`src/rtl/bte_pkg.sv`:
```
// Shared encodings for the block transfer engine: command opcodes and FSM states.
// Latency: n/a (types only).
// Backpressure: n/a (types only).
package bte_pkg;

  typedef enum logic [1:0] {
    OP_FILL   = 2'd0,
    OP_COPY   = 2'd1,
    OP_SWAP   = 2'd2,
    OP_VERIFY = 2'd3
  } op_e;

  // Each non-idle state names the access that is currently outstanding.
  typedef enum logic [2:0] {
    ST_IDLE = 3'd0,
    ST_RD_A = 3'd1,
    ST_RD_B = 3'd2,
    ST_WR_A = 3'd3,
    ST_WR_B = 3'd4
  } state_e;

endpackage

```
`src/rtl/block_transfer_engine_if.sv`:
```
// Toggle-handshake memory port between one arbitrator master and the arbitrator.
// Latency: n/a (wiring only); a request is pending while m_req != m_ack.
// Backpressure: the arbitrator stalls the master simply by delaying the m_ack toggle.
// Signals: m_req/m_ack toggle pair, m_we/m_a/m_d request fields, m_q read data
// (valid on the cycle m_ack becomes equal to m_req).
interface block_transfer_engine_if #(
  parameter int abits = 24,
  parameter int dbits = 8
);
  logic             m_req;
  logic             m_ack;
  logic             m_we;
  logic [abits-1:0] m_a;
  logic [dbits-1:0] m_d;
  logic [dbits-1:0] m_q;

  modport master (output m_req, m_we, m_a, m_d, input m_ack, m_q);
  modport slave  (input m_req, m_we, m_a, m_d, output m_ack, m_q);
endinterface

```
`src/rtl/bte_req_port.sv`:
```
// Request side of the toggle handshake: flips m_req and registers m_we/m_a/m_d on issue.
// Latency: request visible one edge after issue; completion seen combinationally.
// Backpressure: acc_idle stays low until the arbitrator echoes the toggle on m_ack.
// Ports: clk, reset_n, issue strobe with we/a/d fields, acc_idle (m_req == m_ack),
// mem (master side of the memory port).
module bte_req_port #(
  parameter int abits = 24,
  parameter int dbits = 8
) (
  input  logic                    clk,
  input  logic                    reset_n,
  input  logic                    issue,
  input  logic                    we,
  input  logic [abits-1:0]        a,
  input  logic [dbits-1:0]        d,
  output logic                    acc_idle,
  block_transfer_engine_if.master mem
);

  always_ff @(posedge clk or negedge reset_n) begin
    if (!reset_n) begin
      mem.m_req <= 1'b0;
      mem.m_we  <= 1'b0;
      mem.m_a   <= '0;
      mem.m_d   <= '0;
    end else if (issue) begin
      mem.m_req <= ~mem.m_req;
      mem.m_we  <= we;
      mem.m_a   <= a;
      mem.m_d   <= d;
    end
  end

  assign acc_idle = (mem.m_req == mem.m_ack);

endmodule

```
`src/rtl/block_transfer_engine.sv`:
```
// DMA sequencer for FILL/COPY/SWAP/VERIFY over one toggle-handshake arbitrator port.
// Latency: first access one edge after start; at least 2 cycles per access; done one cycle.
// Backpressure: holds each state until m_ack echoes m_req; start ignored while busy.
// Ports: clk, reset_n; cmd_* command (latched on accepted start); abort level;
// busy/done/st_fail/st_abort/fail_addr status; mem = master side of the memory port.
// Optional: define BTE_FIXADDR_EN to add cmd_src_fix/cmd_dst_fix, which hold the
// A or B address constant for the whole operation.
module block_transfer_engine
  import bte_pkg::*;
#(
  parameter int abits = 24,
  parameter int dbits = 8,
  parameter int lbits = 16
) (
  input  logic                    clk,
  input  logic                    reset_n,
  input  logic                    cmd_start,
  input  logic [1:0]              cmd_op,
  input  logic [abits-1:0]        cmd_src,
  input  logic [abits-1:0]        cmd_dst,
  input  logic [lbits-1:0]        cmd_len,
  input  logic [dbits-1:0]        cmd_fill,
`ifdef BTE_FIXADDR_EN
  input  logic                    cmd_src_fix,
  input  logic                    cmd_dst_fix,
`endif
  input  logic                    abort,
  output logic                    busy,
  output logic                    done,
  output logic                    st_fail,
  output logic                    st_abort,
  output logic [abits-1:0]        fail_addr,
  block_transfer_engine_if.master mem
);

  state_e           state;
  op_e              op_q;
  logic [abits-1:0] a_q, b_q;
  logic [dbits-1:0] t_q, u_q, fill_q;
  logic [lbits:0]   rem_q;      // one bit wider so len=0 can hold 2^lbits
  logic             launch_q;   // first access of the operation not yet issued
  logic             src_fix_q, dst_fix_q;

  logic             acc_idle;
  logic             want, go, word_end, first_acc;
  logic             fin_ok, fin_abort, fin_fail;
  state_e           want_st;
  logic             want_we;
  logic [abits-1:0] want_a, a_nxt, b_nxt, fa_x, fa_y;
  logic [dbits-1:0] want_d;

  assign a_nxt = src_fix_q ? a_q : a_q + abits'(1);
  assign b_nxt = dst_fix_q ? b_q : b_q + abits'(1);

  // Next-access decision, evaluated only when no request is outstanding.
  always_comb begin
    want      = 1'b0;
    want_st   = ST_IDLE;
    want_we   = 1'b0;
    want_a    = '0;
    want_d    = '0;
    word_end  = 1'b0;
    fin_fail  = 1'b0;
    first_acc = 1'b0;
    fa_x      = a_q;
    fa_y      = b_q;
    if (state != ST_IDLE) begin
      if (launch_q) begin
        first_acc = 1'b1;
      end else if (acc_idle) begin
        case (state)
          ST_RD_A: begin
            want   = 1'b1;
            want_a = b_q;
            if (op_q == OP_COPY) begin
              // Forward the read data straight into the write; T captures it too.
              want_st = ST_WR_B;
              want_we = 1'b1;
              want_d  = mem.m_q;
            end else begin
              want_st = ST_RD_B;
            end
          end
          ST_RD_B: begin
            if (op_q == OP_SWAP) begin
              want    = 1'b1;
              want_st = ST_WR_B;
              want_we = 1'b1;
              want_a  = b_q;
              want_d  = t_q;
            end else if (mem.m_q != t_q) begin
              fin_fail = 1'b1;
            end else begin
              word_end = 1'b1;
            end
          end
          ST_WR_B: begin
            if (op_q == OP_SWAP) begin
              want    = 1'b1;
              want_st = ST_WR_A;
              want_we = 1'b1;
              want_a  = a_q;
              want_d  = u_q;
            end else begin
              word_end = 1'b1;
            end
          end
          ST_WR_A:  word_end = 1'b1;
          default:  ;
        endcase
      end
    end

    fin_ok = word_end && (rem_q == (lbits+1)'(1));
    if (word_end && !fin_ok) begin
      first_acc = 1'b1;
      fa_x      = a_nxt;
      fa_y      = b_nxt;
    end

    if (first_acc) begin
      want = 1'b1;
      if (op_q == OP_FILL) begin
        want_st = ST_WR_B;
        want_we = 1'b1;
        want_a  = fa_y;
        want_d  = fill_q;
      end else begin
        want_st = ST_RD_A;
        want_a  = fa_x;
      end
    end

    // Abort only suppresses a new access; a finishing word wins over abort.
    fin_abort = want && abort;
    go        = want && !abort;
  end

  always_ff @(posedge clk or negedge reset_n) begin
    if (!reset_n) begin
      state     <= ST_IDLE;
      op_q      <= OP_FILL;
      a_q       <= '0;
      b_q       <= '0;
      t_q       <= '0;
      u_q       <= '0;
      fill_q    <= '0;
      rem_q     <= '0;
      launch_q  <= 1'b0;
      busy      <= 1'b0;
      done      <= 1'b0;
      st_fail   <= 1'b0;
      st_abort  <= 1'b0;
      fail_addr <= '0;
    end else begin
      done <= 1'b0;
      if (state == ST_IDLE) begin
        if (cmd_start) begin
          op_q     <= op_e'(cmd_op);
          a_q      <= cmd_src;
          b_q      <= cmd_dst;
          fill_q   <= cmd_fill;
          rem_q    <= (cmd_len == '0) ? {1'b1, {lbits{1'b0}}} : {1'b0, cmd_len};
          launch_q <= 1'b1;
          busy     <= 1'b1;
          st_fail  <= 1'b0;
          st_abort <= 1'b0;
          state    <= (op_e'(cmd_op) == OP_FILL) ? ST_WR_B : ST_RD_A;
        end
      end else begin
        if (acc_idle && !launch_q) begin
          if (state == ST_RD_A) t_q <= mem.m_q;
          if (state == ST_RD_B) u_q <= mem.m_q;
        end
        if (word_end) begin
          a_q   <= a_nxt;
          b_q   <= b_nxt;
          rem_q <= rem_q - (lbits+1)'(1);
        end
        if (go) begin
          state    <= want_st;
          launch_q <= 1'b0;
        end
        if (fin_ok || fin_abort || fin_fail) begin
          state    <= ST_IDLE;
          launch_q <= 1'b0;
          busy     <= 1'b0;
          done     <= 1'b1;
          st_abort <= fin_abort;
          st_fail  <= fin_fail;
          if (fin_fail) fail_addr <= a_q;
        end
      end
    end
  end

`ifdef BTE_FIXADDR_EN
  always_ff @(posedge clk or negedge reset_n) begin
    if (!reset_n) begin
      src_fix_q <= 1'b0;
      dst_fix_q <= 1'b0;
    end else if (state == ST_IDLE && cmd_start) begin
      src_fix_q <= cmd_src_fix;
      dst_fix_q <= cmd_dst_fix;
    end
  end
`else
  assign src_fix_q = 1'b0;
  assign dst_fix_q = 1'b0;
`endif

  bte_req_port #(
    .abits (abits),
    .dbits (dbits)
  ) u_req_port (
    .clk      (clk),
    .reset_n  (reset_n),
    .issue    (go),
    .we       (want_we),
    .a        (want_a),
    .d        (want_d),
    .acc_idle (acc_idle),
    .mem      (mem)
  );

endmodule

```
`src/flat_wrapper.sv`:
```
// flat-port wrapper written by rule: the top's interface ports become plain ports
module block_transfer_engine_flat import bte_pkg::*;
#(
  parameter int abits = 24,
  parameter int dbits = 8,
  parameter int lbits = 16
)
  (clk, reset_n, cmd_start, cmd_op, cmd_src, cmd_dst, cmd_len, cmd_fill, abort, busy, done, st_fail, st_abort, fail_addr, mem_m_req, mem_m_we, mem_m_a, mem_m_d, mem_m_ack, mem_m_q);
  block_transfer_engine_if #(.abits(abits), .dbits(dbits)) mem_i ();
  input  logic clk;
  input  logic reset_n;
  input  logic cmd_start;
  input  logic [1:0] cmd_op;
  input  logic [abits-1:0] cmd_src;
  input  logic [abits-1:0] cmd_dst;
  input  logic [lbits-1:0] cmd_len;
  input  logic [dbits-1:0] cmd_fill;
  input  logic abort;
  output logic busy;
  output logic done;
  output logic st_fail;
  output logic st_abort;
  output logic [abits-1:0] fail_addr;
  output wire logic [$bits(mem_i.m_req)-1:0] mem_m_req;
  output wire logic [$bits(mem_i.m_we)-1:0] mem_m_we;
  output wire logic [$bits(mem_i.m_a)-1:0] mem_m_a;
  output wire logic [$bits(mem_i.m_d)-1:0] mem_m_d;
  input wire logic [$bits(mem_i.m_ack)-1:0] mem_m_ack;
  input wire logic [$bits(mem_i.m_q)-1:0] mem_m_q;
  assign mem_m_req = mem_i.m_req;
  assign mem_m_we = mem_i.m_we;
  assign mem_m_a = mem_i.m_a;
  assign mem_m_d = mem_i.m_d;
  assign mem_i.m_ack = mem_m_ack;
  assign mem_i.m_q = mem_m_q;
  block_transfer_engine #(.abits(abits), .dbits(dbits), .lbits(lbits)) u_core (.clk(clk), .reset_n(reset_n), .cmd_start(cmd_start), .cmd_op(cmd_op), .cmd_src(cmd_src), .cmd_dst(cmd_dst), .cmd_len(cmd_len), .cmd_fill(cmd_fill), .abort(abort), .busy(busy), .done(done), .st_fail(st_fail), .st_abort(st_abort), .fail_addr(fail_addr), .mem(mem_i));
endmodule
```
`config.mk`:
```
export PLATFORM = sky130hd
export DESIGN_NAME = block_transfer_engine_flat
export DESIGN_NICKNAME = d
export VERILOG_FILES = /design/src/rtl/bte_pkg.sv /design/src/rtl/block_transfer_engine_if.sv /design/src/rtl/bte_req_port.sv /design/src/rtl/block_transfer_engine.sv /design/src/flat_wrapper.sv
export SDC_FILE = /design/constraint.sdc
export NUM_CORES = 1
export LEC_CHECK = 0
export ABC_AREA = 1
export CORE_MARGIN = 1.5
export CORE_UTILIZATION = 55
export DETAILED_ROUTE_END_ITERATION = 8
export PLACE_DENSITY_LB_ADDON = 0.2
export SLEW_MARGIN = 30
export SYNTH_ARGS = -nofsm -noshare
export SYNTH_HDL_FRONTEND = slang
export SYNTH_SLANG_ARGS = --single-unit
```
`constraint.sdc`:
```
create_clock -name clk -period 2.1 [get_ports clk]
set_input_delay 0.42 -clock clk [delete_from_list [all_inputs] [get_ports clk]]
set_output_delay 0.42 -clock clk [all_outputs]
set_load 0.01 [all_outputs]
```
==> out/results.ini <==
[status]
status = finished, final reports clean

[grt]
grt_pass1_vias = 9849
grt_max_degree = 50
grt_use_total_pct = 34.1
antenna_found_initial = 0
grt_pass1_wl_um = 48500
overflow = 0

[detailed_routing]
dr_wl_met2_um = 15700
drc_errors = 0
drtIter0Drc = 1060
highest_layer = met4
wl_met1_um = 12300
wl_per_cell_um = 18.1
vias = 10586
firstDrtPassIters = 6
wl_met3_um = 2530
ant_nets = 0
vias_per_cell = 5.94
wl_um = 32300

[finish]
final_util_pct = 78.3
fill_cells = 1216
drive_above_1_share_pct = 16.0
area_delta_synth_final_pct = 37.8
diodes = 0
nets = 1641
multi_input_comb_area_mm2 = 0.00510
instances_no_fill = 1783
regArea_mm2 = 0.00393

[yosys]
synth_cell_types = 43
synth_edf_count = 0
synth_area_mm2 = 0.00953
synth-simple-area-share_pct = 27.6
synthTopCellsByCount = nand2_1 (369), dfrtp_1 (157), o21ai_0 (145)
yosysTopAreaCell = dfrtp_1
async_reset_ff_share_pct = 100
synth_top_area_share_pct = 41.2
yosysWarnings = 0
synth.most_common_cell = nand2_1
synth_compound_area_share_pct = 18.2
synth_xor_area_share_pct = 3.86
synth_area_leaders = dfrtp_1 (41%), nand2_1 (15%), o21ai_0 (7.6%)
synth.mux.area_fraction_pct = 0
synth_nets = 1420
ys_seq_elements = 157
syn_area_per_cell_um2 = 7.17
ys_dominant_reg_cell = dfrtp_1
synthAdderAreaFrac_pct = 0.525
synth_top_family_by_area = simple AND/OR/NAND/NOR gates
syn-instance-count = 1329
yosysSeqAreaShare_pct = 41.2

[critical_path]
rrSetupSlack_ns = 0.007
endpoint = u_core.u_req_port.mem.m_a[22]$_DFFE_PN0P_
path_buf_inv = 3
crit_slowest_cell = clkdlybuf4s50_1
ff2ff_path_depth = 12
r2r_end = u_core.u_req_port.mem.m_a[22]$_DFFE_PN0P_
cp.arrival_ns = 2.39
startpoint = mem_m_ack
required_ns = 2.40
cp_top_family = buffers and inverters
crit_chain = clkdlybuf4s50_1, xnor2_2, nand2_1, nor2_4, nand3_4, buf_4, nand2_4, nor2_4, buf_4, a21oi_1, a21oi_2
setup.worst_path.class = input pin to flip-flop
cpPeakStageDelay_ns = 0.45
critPathCaptureType = flip-flop
crit_fanout = 5
start_kind = input pin
rr_startpoint = u_core.t_q[4]$_DFFE_PN0P_
cp_num_cells = 11

[hold_path]
hold_path_class = input pin to flip-flop

[placement]
hpwl_um = 22100
place.gp.congestion = 0.961
portBuffers = 148
placed_cells = 1727

[floorplan]
rows = 47
core-area_mm2 = 0.0168
io-pin-count = 149
die_area_mm2 = 0.0181
start_util_pct = 56.9
fp.dieH_um = 135
die_x_um = 135

[timing]
rsz0062_at_grt = yes
final-setup-viol-count = 0
min_period_ns = 2.09
worstMarginPinSlew_ns = 0.578
max_freq_mhz = 478
hold_violations = 0
skew_ns = 0.0128
finalMaxSlewViolations = 0
timing.hold.ws_ns = 0.357
relSlewSlack_pct = 61.4
period_share_pct = 99.7

[pwr]
leakage_nw = 6.00
ir_worst_vdd_uv = 897
p_total_mw = 21.2
p_per_area_mw_per_mm2 = 1620

[clocking]
cts_buffers = 17
htreeDepth = 4
cts.clk_slew.worst_paths_ns = 0.07
clock_latency_ns = 0.43
clockBufferDepth = 2
cts_tree = done
clk_root_buffer_cell = clkbuf_16
cts_sinks = 157

[flow_run]
maxCapViolations = 0

[routing by layer]
metal / vias up / GRT usage [%]
met5: - / 0
met1: 4939 / 42.3
li1: 4878 / -
met4: 0 / 18.7
met2: 638 / 57.5
met3: 131 / 4.99
[registers in the layout, summed over array words and instances, names as in the netlist, 2 cells and up]
signal                     cells
u_core.u_req_port.mem.m_a     24
u_core.op_q                    2
u_core.t_q                     8
u_core.b_q                    24
u_core.u_q                     8
u_core.rem_q                  17
u_core.u_req_port.mem.m_d      8
u_core.a_q                    24
u_core.state                   3
u_core.fill_q                  8
u_core.fail_addr              24
[worst min-delay path, delay by kind of cell]
kind | cells | cell delay, ns
buffers and inverters | 2 | 0.24
AO/OA/AOI/OAI | 1 | 0.08
[placed cells by master, fill, tap and decap left out, types with 7 or more instances in the layout]
master,netlist,layout
a31oi_1,13,13
nand2_4,0,8
clkdlybuf4s50_1,0,143
nand3_1,74,67
a21oi_1,72,63
buf_12,0,18
nor2_2,5,16
o211ai_1,11,11
o21ai_0,145,142
nand4_1,30,30
nand2_2,2,14
dfrtp_1,157,157
nand2_1,369,348
inv_1,105,102
inv_2,9,11
o22ai_1,37,37
nand3_2,1,7
nor2_1,114,101
a21oi_2,1,10
o21ai_1,13,13
clkbuf_16,0,23
buf_4,4,95
xor2_1,36,32
nor3_1,12,10
buf_6,8,7
[final cells by class]
type	instances	area share (%)
inverters	115	3.35
clock buffers	21	3.51
clock inverters	11	0.848
multi-input cells	984	38.9
flip-flops and latches	157	29.9
well taps	220	2.10
repair buffers	275	21.4
[stage by stage]
step                cell area (um^2)  setup TNS, ns  setup WS (ns)
finish                         13100              0        0.00704
global route                   13100          -1.54         -0.146
CTS                            12500              0        0.00402
detailed placement             11900         -42.69         -0.437
global placement               11900         -34.40         -0.382
floorplan                       9530              0          0.250
[power breakdown]
part           internal [mW]  leakage [nW]  switching [mW]
clock network           1.70         0.262            1.32
registers               4.53          1.95            1.28
logic                   5.15          3.79            7.23
total                   11.4          6.00            9.83
[kinds of logic after synthesis]
| logic type | after synthesis |
|---|---|
| AOI/OAI and AO/OA | 314 |
| xor gates and xnor gates | 42 |
| adders and majority gates | 4 |
| buffers and inverters | 188 |
| DFF | 157 |
| and+or+nand+nor | 624 |
[what timing repair did]
action	4_1_cts	5_1_grt
resized for setup	10	91
hold endpoints to repair	42	0
pin swaps	7	36
hold buffers	1	0
cloned	0	7
setup buffers	2	15
setup endpoints to repair	11	97
[how the worst min path moves through the flow]
stage	to	depth (start not counted)	from	slack [ns]
2_1_floorplan	u_core.a_q[0]$_DFFE_PN0P_	0	reset_n	0.12
3_3_place_gp	u_core.fail_addr[3]$_DFFE_PN0P_	1	reset_n	0.41
3_5_place_dp	u_core.fail_addr[4]$_DFFE_PN0P_	1	reset_n	0.41
4_1_cts	u_core.fail_addr[3]$_DFFE_PN0P_	2	u_core.fail_addr[3]$_DFFE_PN0P_	0.49
5_1_grt	u_core.t_q[4]$_DFFE_PN0P_	3	mem_m_q[4]	0.37
6_report	u_core.t_q[4]$_DFFE_PN0P_	3	mem_m_q[4]	0.36
No activity file was read; power rests on OpenSTA's default activity.
